==> src/rtl/alu_pkg.sv <==
`timescale 1ns/1ps
`default_nettype none
// ============================================================================
//  Module   : alu_pkg
//  Purpose  : Shared ALU constants, opcodes and pipeline sizing helper.
//  Revision : 1.0 - initial release
// ============================================================================
package alu_pkg;

    localparam logic OP_ADD  = 1'b0;
    localparam logic OP_SUB  = 1'b1;

    localparam int   ALU_W   = 32;
    localparam int   ALU_SEG = 8;

    // Number of segment stages; a degenerate SEG is clamped so elaboration
    // reaches the parameter check instead of dividing by zero.
    function automatic int seg_count(input int w, input int s);
        return (s < 1) ? 1 : w / s;
    endfunction

endpackage
`default_nettype wire

==> src/rtl/add_seg_stage.sv <==
`timescale 1ns/1ps
`default_nettype none
// ============================================================================
//  Module   : add_seg_stage
//  Purpose  : One SEG-bit adder slice with carry in/out, valid/ready register
//             slice and pass-through of operands, partial sum and tag.
//  Revision : 1.0 - initial release
// ============================================================================
module add_seg_stage
    import alu_pkg::*;
#(
    parameter int WIDTH = ALU_W,
    parameter int SEG   = ALU_SEG,
    parameter int IDX   = 0,
    parameter int TAG_W = 4
) (
    input  logic             clk,
    input  logic             rst_n,
    input  logic             in_valid,
    output logic             in_ready,
    input  logic [WIDTH-1:0] a_in,
    input  logic [WIDTH-1:0] b_in,
    input  logic [WIDTH-1:0] s_in,
    input  logic             c_in,
    input  logic             z_in,
    input  logic [TAG_W-1:0] tag_in,
    output logic             out_valid,
    input  logic             out_ready,
    output logic [WIDTH-1:0] a_out,
    output logic [WIDTH-1:0] b_out,
    output logic [WIDTH-1:0] s_out,
    output logic             c_out,
    output logic             z_out,
    output logic [TAG_W-1:0] tag_out
);

    logic [SEG:0]       seg_sum;
    logic               valid_d, valid_q;
    logic [WIDTH-1:0]   a_d, a_q, b_d, b_q, s_d, s_q;
    logic               c_d, c_q, z_d, z_q;
    logic [TAG_W-1:0]   tag_d, tag_q;

    assign in_ready = !valid_q || out_ready;

    always_comb begin
        seg_sum = {1'b0, a_in[IDX*SEG +: SEG]} + {1'b0, b_in[IDX*SEG +: SEG]}
                + {{SEG{1'b0}}, c_in};
        valid_d = valid_q;
        a_d     = a_q;
        b_d     = b_q;
        s_d     = s_q;
        c_d     = c_q;
        z_d     = z_q;
        tag_d   = tag_q;
        if (in_ready) begin
            valid_d = in_valid;
        end
        // Payload only moves on a real transfer so stalled data stays put.
        if (in_valid && in_ready) begin
            a_d                  = a_in;
            b_d                  = b_in;
            s_d                  = s_in;
            s_d[IDX*SEG +: SEG]  = seg_sum[SEG-1:0];
            c_d                  = seg_sum[SEG];
            z_d                  = z_in && (seg_sum[SEG-1:0] == '0);
            tag_d                = tag_in;
        end
    end

    always_ff @(posedge clk or negedge rst_n) begin
        if (!rst_n) begin
            valid_q <= 1'b0;
            a_q     <= '0;
            b_q     <= '0;
            s_q     <= '0;
            c_q     <= 1'b0;
            z_q     <= 1'b0;
            tag_q   <= '0;
        end else begin
            valid_q <= valid_d;
            a_q     <= a_d;
            b_q     <= b_d;
            s_q     <= s_d;
            c_q     <= c_d;
            z_q     <= z_d;
            tag_q   <= tag_d;
        end
    end

    assign out_valid = valid_q;
    assign a_out     = a_q;
    assign b_out     = b_q;
    assign s_out     = s_q;
    assign c_out     = c_q;
    assign z_out     = z_q;
    assign tag_out   = tag_q;

endmodule
`default_nettype wire

==> src/rtl/add_pipe.sv <==
`timescale 1ns/1ps
`default_nettype none
// ============================================================================
//  Module   : add_pipe
//  Purpose  : Segmented, pipelined add/subtract unit with valid/ready
//             handshake, carry/overflow/zero flags and a pass-through tag.
//  Revision : 1.0 - initial release
// ============================================================================
module add_pipe
    import alu_pkg::*;
#(
    parameter int WIDTH = ALU_W,
    parameter int SEG   = ALU_SEG,
    parameter int TAG_W = 4
) (
    input  logic             clk,
    input  logic             rst_n,
    input  logic             in_valid,
    output logic             in_ready,
    input  logic [WIDTH-1:0] a,
    input  logic [WIDTH-1:0] b,
    input  logic             sub,
    input  logic             cin,
    input  logic [TAG_W-1:0] tag,
    output logic             out_valid,
    input  logic             out_ready,
    output logic [WIDTH-1:0] sum,
    output logic             cout,
    output logic             ovf,
    output logic             zero,
    output logic [TAG_W-1:0] tag_out
);

    localparam int STAGES   = seg_count(WIDTH, SEG);
    localparam int MSB      = WIDTH - 1;
    localparam int SEG_SAFE = (SEG < 1) ? 1 : SEG;

    if ((SEG < 1) || ((WIDTH % SEG_SAFE) != 0)) begin : g_bad_params
        $error("add_pipe: WIDTH must be a positive integer multiple of SEG");
    end

    // Index k feeds stage k; index STAGES is the output of the last stage.
    logic             w_valid [STAGES+1];
    logic             w_ready [STAGES+1];
    logic [WIDTH-1:0] w_a     [STAGES+1];
    logic [WIDTH-1:0] w_b     [STAGES+1];
    logic [WIDTH-1:0] w_s     [STAGES+1];
    logic             w_c     [STAGES+1];
    logic             w_z     [STAGES+1];
    logic [TAG_W-1:0] w_tag   [STAGES+1];

    assign w_valid[0]      = in_valid;
    assign w_a[0]          = a;
    assign w_b[0]          = (sub == OP_SUB) ? ~b : b;
    assign w_s[0]          = '0;
    assign w_c[0]          = (sub == OP_SUB) ? 1'b1 : cin;
    assign w_z[0]          = 1'b1;
    assign w_tag[0]        = tag;
    assign in_ready        = w_ready[0];
    assign w_ready[STAGES] = out_ready;

    for (genvar k = 0; k < STAGES; k++) begin : g_stage
        add_seg_stage #(
            .WIDTH (WIDTH),
            .SEG   (SEG),
            .IDX   (k),
            .TAG_W (TAG_W)
        ) u_stage (
            .clk       (clk),
            .rst_n     (rst_n),
            .in_valid  (w_valid[k]),
            .in_ready  (w_ready[k]),
            .a_in      (w_a[k]),
            .b_in      (w_b[k]),
            .s_in      (w_s[k]),
            .c_in      (w_c[k]),
            .z_in      (w_z[k]),
            .tag_in    (w_tag[k]),
            .out_valid (w_valid[k+1]),
            .out_ready (w_ready[k+1]),
            .a_out     (w_a[k+1]),
            .b_out     (w_b[k+1]),
            .s_out     (w_s[k+1]),
            .c_out     (w_c[k+1]),
            .z_out     (w_z[k+1]),
            .tag_out   (w_tag[k+1])
        );
    end

    assign out_valid = w_valid[STAGES];
    assign sum       = w_s[STAGES];
    assign cout      = w_c[STAGES];
    assign zero      = w_z[STAGES];
    assign tag_out   = w_tag[STAGES];
    assign ovf       = (w_a[STAGES][MSB] == w_b[STAGES][MSB])
                    && (w_s[STAGES][MSB] != w_a[STAGES][MSB]);

    // Only the operand sign bits matter once the last segment is done.
    logic unused_operand_bits;
    assign unused_operand_bits = ^{w_a[STAGES], w_b[STAGES]};

endmodule
`default_nettype wire
==> config.mk <==
export PLATFORM = sky130hd
export DESIGN_NAME = add_pipe
export DESIGN_NICKNAME = d
export VERILOG_FILES = /design/src/rtl/alu_pkg.sv /design/src/rtl/add_seg_stage.sv /design/src/rtl/add_pipe.sv
export SDC_FILE = /design/constraint.sdc
export NUM_CORES = 1
export LEC_CHECK = 0
export ABC_AREA = 1
export BUFFER_PORTS_ARGS = -buffer_cell sky130_fd_sc_hd__buf_2
export CAP_MARGIN = 20
export CORE_MARGIN = 4
export CORE_UTILIZATION = 45
export CTS_CLUSTER_SIZE = 28
export DETAILED_ROUTE_END_ITERATION = 10
export PLACE_DENSITY = 0.67
export SLEW_MARGIN = 20
export SYNTH_ARGS = -nofsm -noshare
export SYNTH_HDL_FRONTEND = slang
export SYNTH_SLANG_ARGS = --single-unit
==> constraint.sdc <==
create_clock -name clk -period 1.92 [get_ports clk]
set_input_delay 0.288 -clock clk [delete_from_list [all_inputs] [get_ports clk]]
set_output_delay 0.288 -clock clk [all_outputs]
set_load 0.005 [all_outputs]
# Word-level counts from Yosys, hierarchy flattened
# Cells that the tools add are included.
totals:
  out_inout_bits: 41
  input_bits: 74
  mem_bits_rw: 0
  regBits: 364
  rom_bits: 0
  memories: 0
  wordCells: 61
  latchBits: 0
op_classes:
  bitwise_logic: 1
  magnitude_cmp: 0
  reduce_logical: 20
  mux: 2
  mul: 0
  div_mod_pow: 0
  eq_ne: 2
  shifts: 0
  n_addsub: 8
ops:
  columns: ["cell", "n"]
  rows:
  - ["8-bit by 8-bit adder with 9-bit output", 4]
  - ["9-bit by 1-bit adder with 9-bit output", 4]
  - ["8-bit logical NOT", 4]
  - ["32-bit two-way mux", 1]
  - ["32-bit NOT", 1]
  - ["1-bit logical AND", 8]
  - ["1-bit logical NOT", 4]
  - ["1-bit logical OR", 4]
  - ["1-bit == test", 1]
  - ["1-bit two-way mux", 1]
  - ["1-bit inequality test", 1]

# Logic depth before layout (Yosys ltp)
logic_depth:
  word_depth: 6
  mapped_depth: 15

# Modules after synthesis
# A second synthesis with hierarchy kept.
unflattened:
  hier_cells: 2082
  hier_area_um2: 17603.1
modules_own_cells:
  columns: ["module", "n_inst", "seq_area_each_um2", "area_per_inst_um2", "cells_each"]
  rows:
  - ["add_seg_stage at g_stage[0].u_stage ...", 2, 2577.5, 4325.4, 512]
  - ["add_seg_stage at g_stage[2].u_stage", 1, 2577.5, 4291.6, 511]
  - ["add_seg_stage at g_stage[3].u_stage", 1, 2577.5, 4257.8, 498]
  - ["add_pipe", 1, 0.0, 402.9, 49]

# Worst setup path before layout
# No wires, ideal clock.
synth_path:
  path_type: "input to register"
  start: "input sub"
  end: "register g_stage[0].u_stage.z_q"
  arrival_ps: 2075
  slack_ps: -219
  n_path_buf: 2
  setup_ps: 65
  t_required_ps: 1855
  cell_stages: 15
  path_cell_list: "buf_2 -> buf_2 -> xnor2_1 -> fa_1 -> inv_1 -> fa_1 -> nand3_1 -> nand3_1 -> nand2_1 -> nand2_1 -> nand2_1 -> nand2_1 -> nor2_1 -> nand2_1 -> nand2_1"
synth_between:
  elab_chain_len: 4
  elab_cells_between_ends: 5
  cone_classes: "add/sub: 2; mux: 2; reduce/logical: 1"
synth_lines:
  columns: ["element", "line_no", "source"]
  rows:
  - ["start, declared", "add_pipe.sv:22", "input logic sub,"]
  - ["32-bit two-way mux", "add_pipe.sv:54", "assign w_b[0] = (sub == OP_SUB) ? ~b : b;"]
  - ["8-bit by 8-bit adder with 9-bit output", "add_seg_stage.sv:46", "seg_sum = {1'b0, a_in[IDX*SEG +: SEG]} + {1'b0, b_in[IDX*SEG +: SEG]}"]
  - ["9-bit by 1-bit adder with 9-bit output *", "add_seg_stage.sv:47", "+ {{SEG{1'b0}}, c_in};"]
  - ["8-bit logical NOT *", "add_seg_stage.sv:65", "z_d = z_in && (seg_sum[SEG-1:0] == '0);"]
  - ["end signal, assigned", "add_seg_stage.sv:85", "z_q <= z_d;"]
  - ["end, declared", "add_seg_stage.sv:40", "logic c_d, c_q, z_d, z_q;"]
# Mark *: on every way between the ends. The rest lies on a longest branch, timed or not.
# A chain may end at the register's enable or synchronous reset.

# Final worst setup path
layout_path:
  start: "register g_stage[2].u_stage.c_q"
  end: "register g_stage[3].u_stage.z_q"
layout_between:
  elab_chain_len: 3
layout_lines:
  columns: ["element", "line_no", "source"]
  rows:
  - ["start, declared", "add_seg_stage.sv:40", null]
  - ["start signal, assigned", "add_seg_stage.sv:76", "c_q <= 1'b0;"]
  - ["start signal, assigned", "add_seg_stage.sv:84", "c_q <= c_d;"]
  - ["9-bit by 1-bit adder with 9-bit output", "add_seg_stage.sv:47", null]
  - ["8-bit logical NOT", "add_seg_stage.sv:65", null]
  - ["1-bit logical AND", "add_seg_stage.sv:65", null]
  - ["end signal, assigned", "add_seg_stage.sv:85", null]
  - ["end, declared", "add_seg_stage.sv:40", null]
# No other way between the ends.

==> results_dict.tcl <==
set metrics [dict create \
    outcome "complete, no violations" \
    rows 53 \
    path_class "reg -> reg" \
    cts_tree "yes" \
    routed_wl_um 20500 \
    cts-root-buf "clkbuf_16" \
    p_seq_share_pct 40.0 \
    cts.reportedPaths.clkPinSlew_ns 0.06 \
    nFillCells 2003 \
    hold_slack_ns 0.004465 \
    gp_congestion 0.8253 \
    p_clk_share_pct 25.4 \
    ys_ff_latch 206 \
    insertion_delay_ns 0.50 \
    max_stage_delay_ns 0.41 \
    n_antenna_cell 0 \
    switchingPower_uw 6058 \
    rsz0062_at_grt "yes" \
    min_period_ns 1.848 \
    synth_top_area_share_pct 53.85 \
    clk_path_buf_depth 3 \
    post-dp-hpwl_um 14510 \
    final_nets 1381 \
    yosys_warnings 0 \
    final_max_slew_viol_count 0 \
    antenna_found_initial 0 \
    p_leak_uw 0.006174 \
    crit_top_cell "nand2_1" \
    antenna_left 0 \
    core_area_um2 20960 \
    ys_types 28 \
    internal_power_uw 10730 \
    cts_inserted_buffers 22 \
    drtIter0Drc 444 \
    crit_family "simple AND/OR/NAND/NOR gates" \
    seqCellArea_um2 5155 \
    tightest_slew_ns 0.5615 \
    multi_input_area_um2 3862 \
    p_comb_share_pct 34.6 \
    post-place-ws_ns -0.05129 \
    worst_setup_path_start_kind "register" \
    vias 7380 \
    syn_area_per_cell_um2 8.472 \
    start_util_pct 45.68 \
    hold_viol_final 0 \
    firstDrtPassIters 4 \
    critPathMaxFanout 3 \
    relSlewSlack_pct 62.57 \
    grt_max_degree 61 \
    gr-total-overflow 0 \
    htree_levels 1 \
    ios 115 \
    syn_inst 1130 \
    end_kind "register" \
    peakVddDrop_mv 0.6562 \
    cts.sinks 206 \
    die_h_um 153.9 \
    fin_crit_sh_pct 96.27 \
    synth_top_cells_by_area "dfrtp_1, nand2_1, o21ai_0" \
    critPathBufInv 2 \
    wl_per_cell_um 13.13 \
    drive_gt1_share_pct 16.32 \
    portBuffers 114 \
    cp.arrival_ns 2.28 \
    slowest_stage "fa_2" \
    post-route-util_pct 54.90 \
    setup_viol 0 \
    swShare_pct 36.08 \
    vias_per_cell 4.725 \
    grt_pass1_vias 7167 \
    grt_pass1_wl_um 35020 \
    syn_nets 1240 \
    max_cap_viol_count 0 \
    synth-seq-area-share_pct 53.85 \
    fmax_mhz 541.0 \
    die-area_um2 23670 \
    path_cells "fa_2 -> inv_1 -> fa_2 -> inv_1 -> nand2_1 -> nand2_1 -> nand2_1 -> nand2_1 -> nand2_1 -> nand3_1 -> nor2_1 -> nand3_1 -> nand2_1" \
    netlist_area_um2 9573 \
    drc 0 \
    syn2layout_area_growth_pct 20.18 \
    p_per_area_nw_per_um2 1459 \
    grt_use_total_pct 17.51 \
    die_w_um 153.9 \
    hold_class "in -> reg" \
    cp.required_ns 2.35 \
    synth_area_leader_cell "dfrtp_1" \
    skew_ns 0.007003 \
    final.setup.worst_slack_ns 0.07157 \
    fin_setup_tns_ns 0 \
]
## flip-flops by register name, indices dropped and copies added (netlist names)
| signal | count |
|---|---|
| g_stage.u_stage.c_out | 4 |
| g_stage.u_stage.b_out | 49 |
| g_stage.u_stage.s_out | 80 |
| g_stage.u_stage.tag_out | 16 |
| g_stage.u_stage.z_out | 4 |
| g_stage.u_stage.out_valid | 4 |
| g_stage.u_stage.a_out | 49 |
## tightest hold or removal path: stages
cell,delay [ns]
buf_2,0.08
nand2_1,0.05
nand2_1,0.05
## worst paths after layout
path                                        startpoint  cells after the start  slack (ns)                            to
setup / recovery              g_stage[2].u_stage.c_out                     13        0.07      g_stage[3].u_stage.z_out
hold / removal                                   a[24]                      3       0.004  g_stage[0].u_stage.a_out[24]
setup reg to reg              g_stage[2].u_stage.c_out                     13        0.07      g_stage[3].u_stage.z_out
hold reg to reg            g_stage[3].u_stage.s_out[9]                      2        0.46   g_stage[3].u_stage.s_out[9]
max in group asynchronous                        rst_n                      3        0.98   g_stage[1].u_stage.s_out[9]
min in group asynchronous                        rst_n                      2        0.33  g_stage[3].u_stage.s_out[18]
## metrics by stage
stage	power (uW)	cell area [um^2]	std cells
2_1_floorplan	10580	9623	1130
3_3_place_gp	12220	10500	1500
3_5_place_dp	12400	10500	1500
4_1_cts	16820	11450	1560
5_1_grt	18180	11500	1562
6_report	16790	11500	1562
## routing by layer
layer / GRT usage [%] / part of all wire, % / vias up
met5: 0 / 0 / -
met4: 3.280 / 1.3 / 0
met3: 2.392 / 4.2 / 22
met2: 26.70 / 43 / 138
met1: 27.13 / 51 / 3423
li1: - / - / 3797
## cell usage in the layout (no fill, tap or decap), types with 4 or more instances in the layout
| cell | n |
|---|---|
| buf_12 | 5 |
| buf_2 | 113 |
| o21ai_1 | 21 |
| dlygate4sd3_1 | 19 |
| nand2_1 | 501 |
| ha_1 | 28 |
| nand3b_1 | 7 |
| nand2_2 | 4 |
| xnor2_1 | 24 |
| fa_2 | 8 |
| clkbuf_1 | 5 |
| nand4_1 | 6 |
| inv_2 | 5 |
| clkbuf_8 | 5 |
| nor2_1 | 30 |
| nand3_1 | 29 |
| inv_1 | 87 |
| a21oi_1 | 17 |
| o21ai_0 | 81 |
| clkbuf_16 | 23 |
| nand3_2 | 6 |
| buf_4 | 24 |
| clkinv_2 | 5 |
| dfrtp_1 | 206 |
| xor2_1 | 9 |
## power by group through the flow
stage / registers [uW] / logic [uW] / clock network, uW
final: 6710 / 5800 / 4270
after global routing: 6900 / 6740 / 4540
after CTS: 6720 / 5740 / 4360
after detailed placement: 6780 / 5620 / 0
after global placement: 6730 / 5490 / 0
after floorplan: 6590 / 3990 / 0
## area by class of cell
class | count | area share [%]
tap | 275 | 2.991
multi-input combinational | 786 | 33.57
inverter | 93 | 3.056
sequential | 206 | 44.81
timing repair buffer | 162 | 9.125
clock inverter | 8 | 0.8048
clock buffer | 32 | 5.644
## Yosys cell counts
master    number
nand3b_1       7
clkbuf_1       8
or2_2          2
a21oi_1       18
fa_1           8
buf_4          7
ha_1          28
buf_2         21
inv_1         89
nor3_1         1
o21a_1         2
nand2_2        3
xor2_1         9
nand3_1       35
nor3b_1        1
inv_2          4
o21ai_1       19
buf_6          9
nor2_1        31
nand4_1        6
dfrtp_1      206
o21ai_0       83
a21o_1         2
nand4_2        1
nor2_2         1
nand2_1      502
a31oi_1        2
xnor2_1       25
## logic make-up after synthesis
group | after synthesis | synth area share, %
simple gates | 590 | 24.32
flops | 206 | 53.85
buf+inv | 138 | 6.666
compound gates | 126 | 6.718
fa+ha+maj | 36 | 5.333
xor+xnor | 34 | 3.111
## timing repair
action,in CTS,in global routing
endpoints found under the hold margin,64,0
pin swaps,1,4
hold buffers,19,0
setup endpoints to repair,2,37
resized for setup,3,15
gates cloned,0,0
setup buffers,1,2
Power figures use the tool's default switching activity.
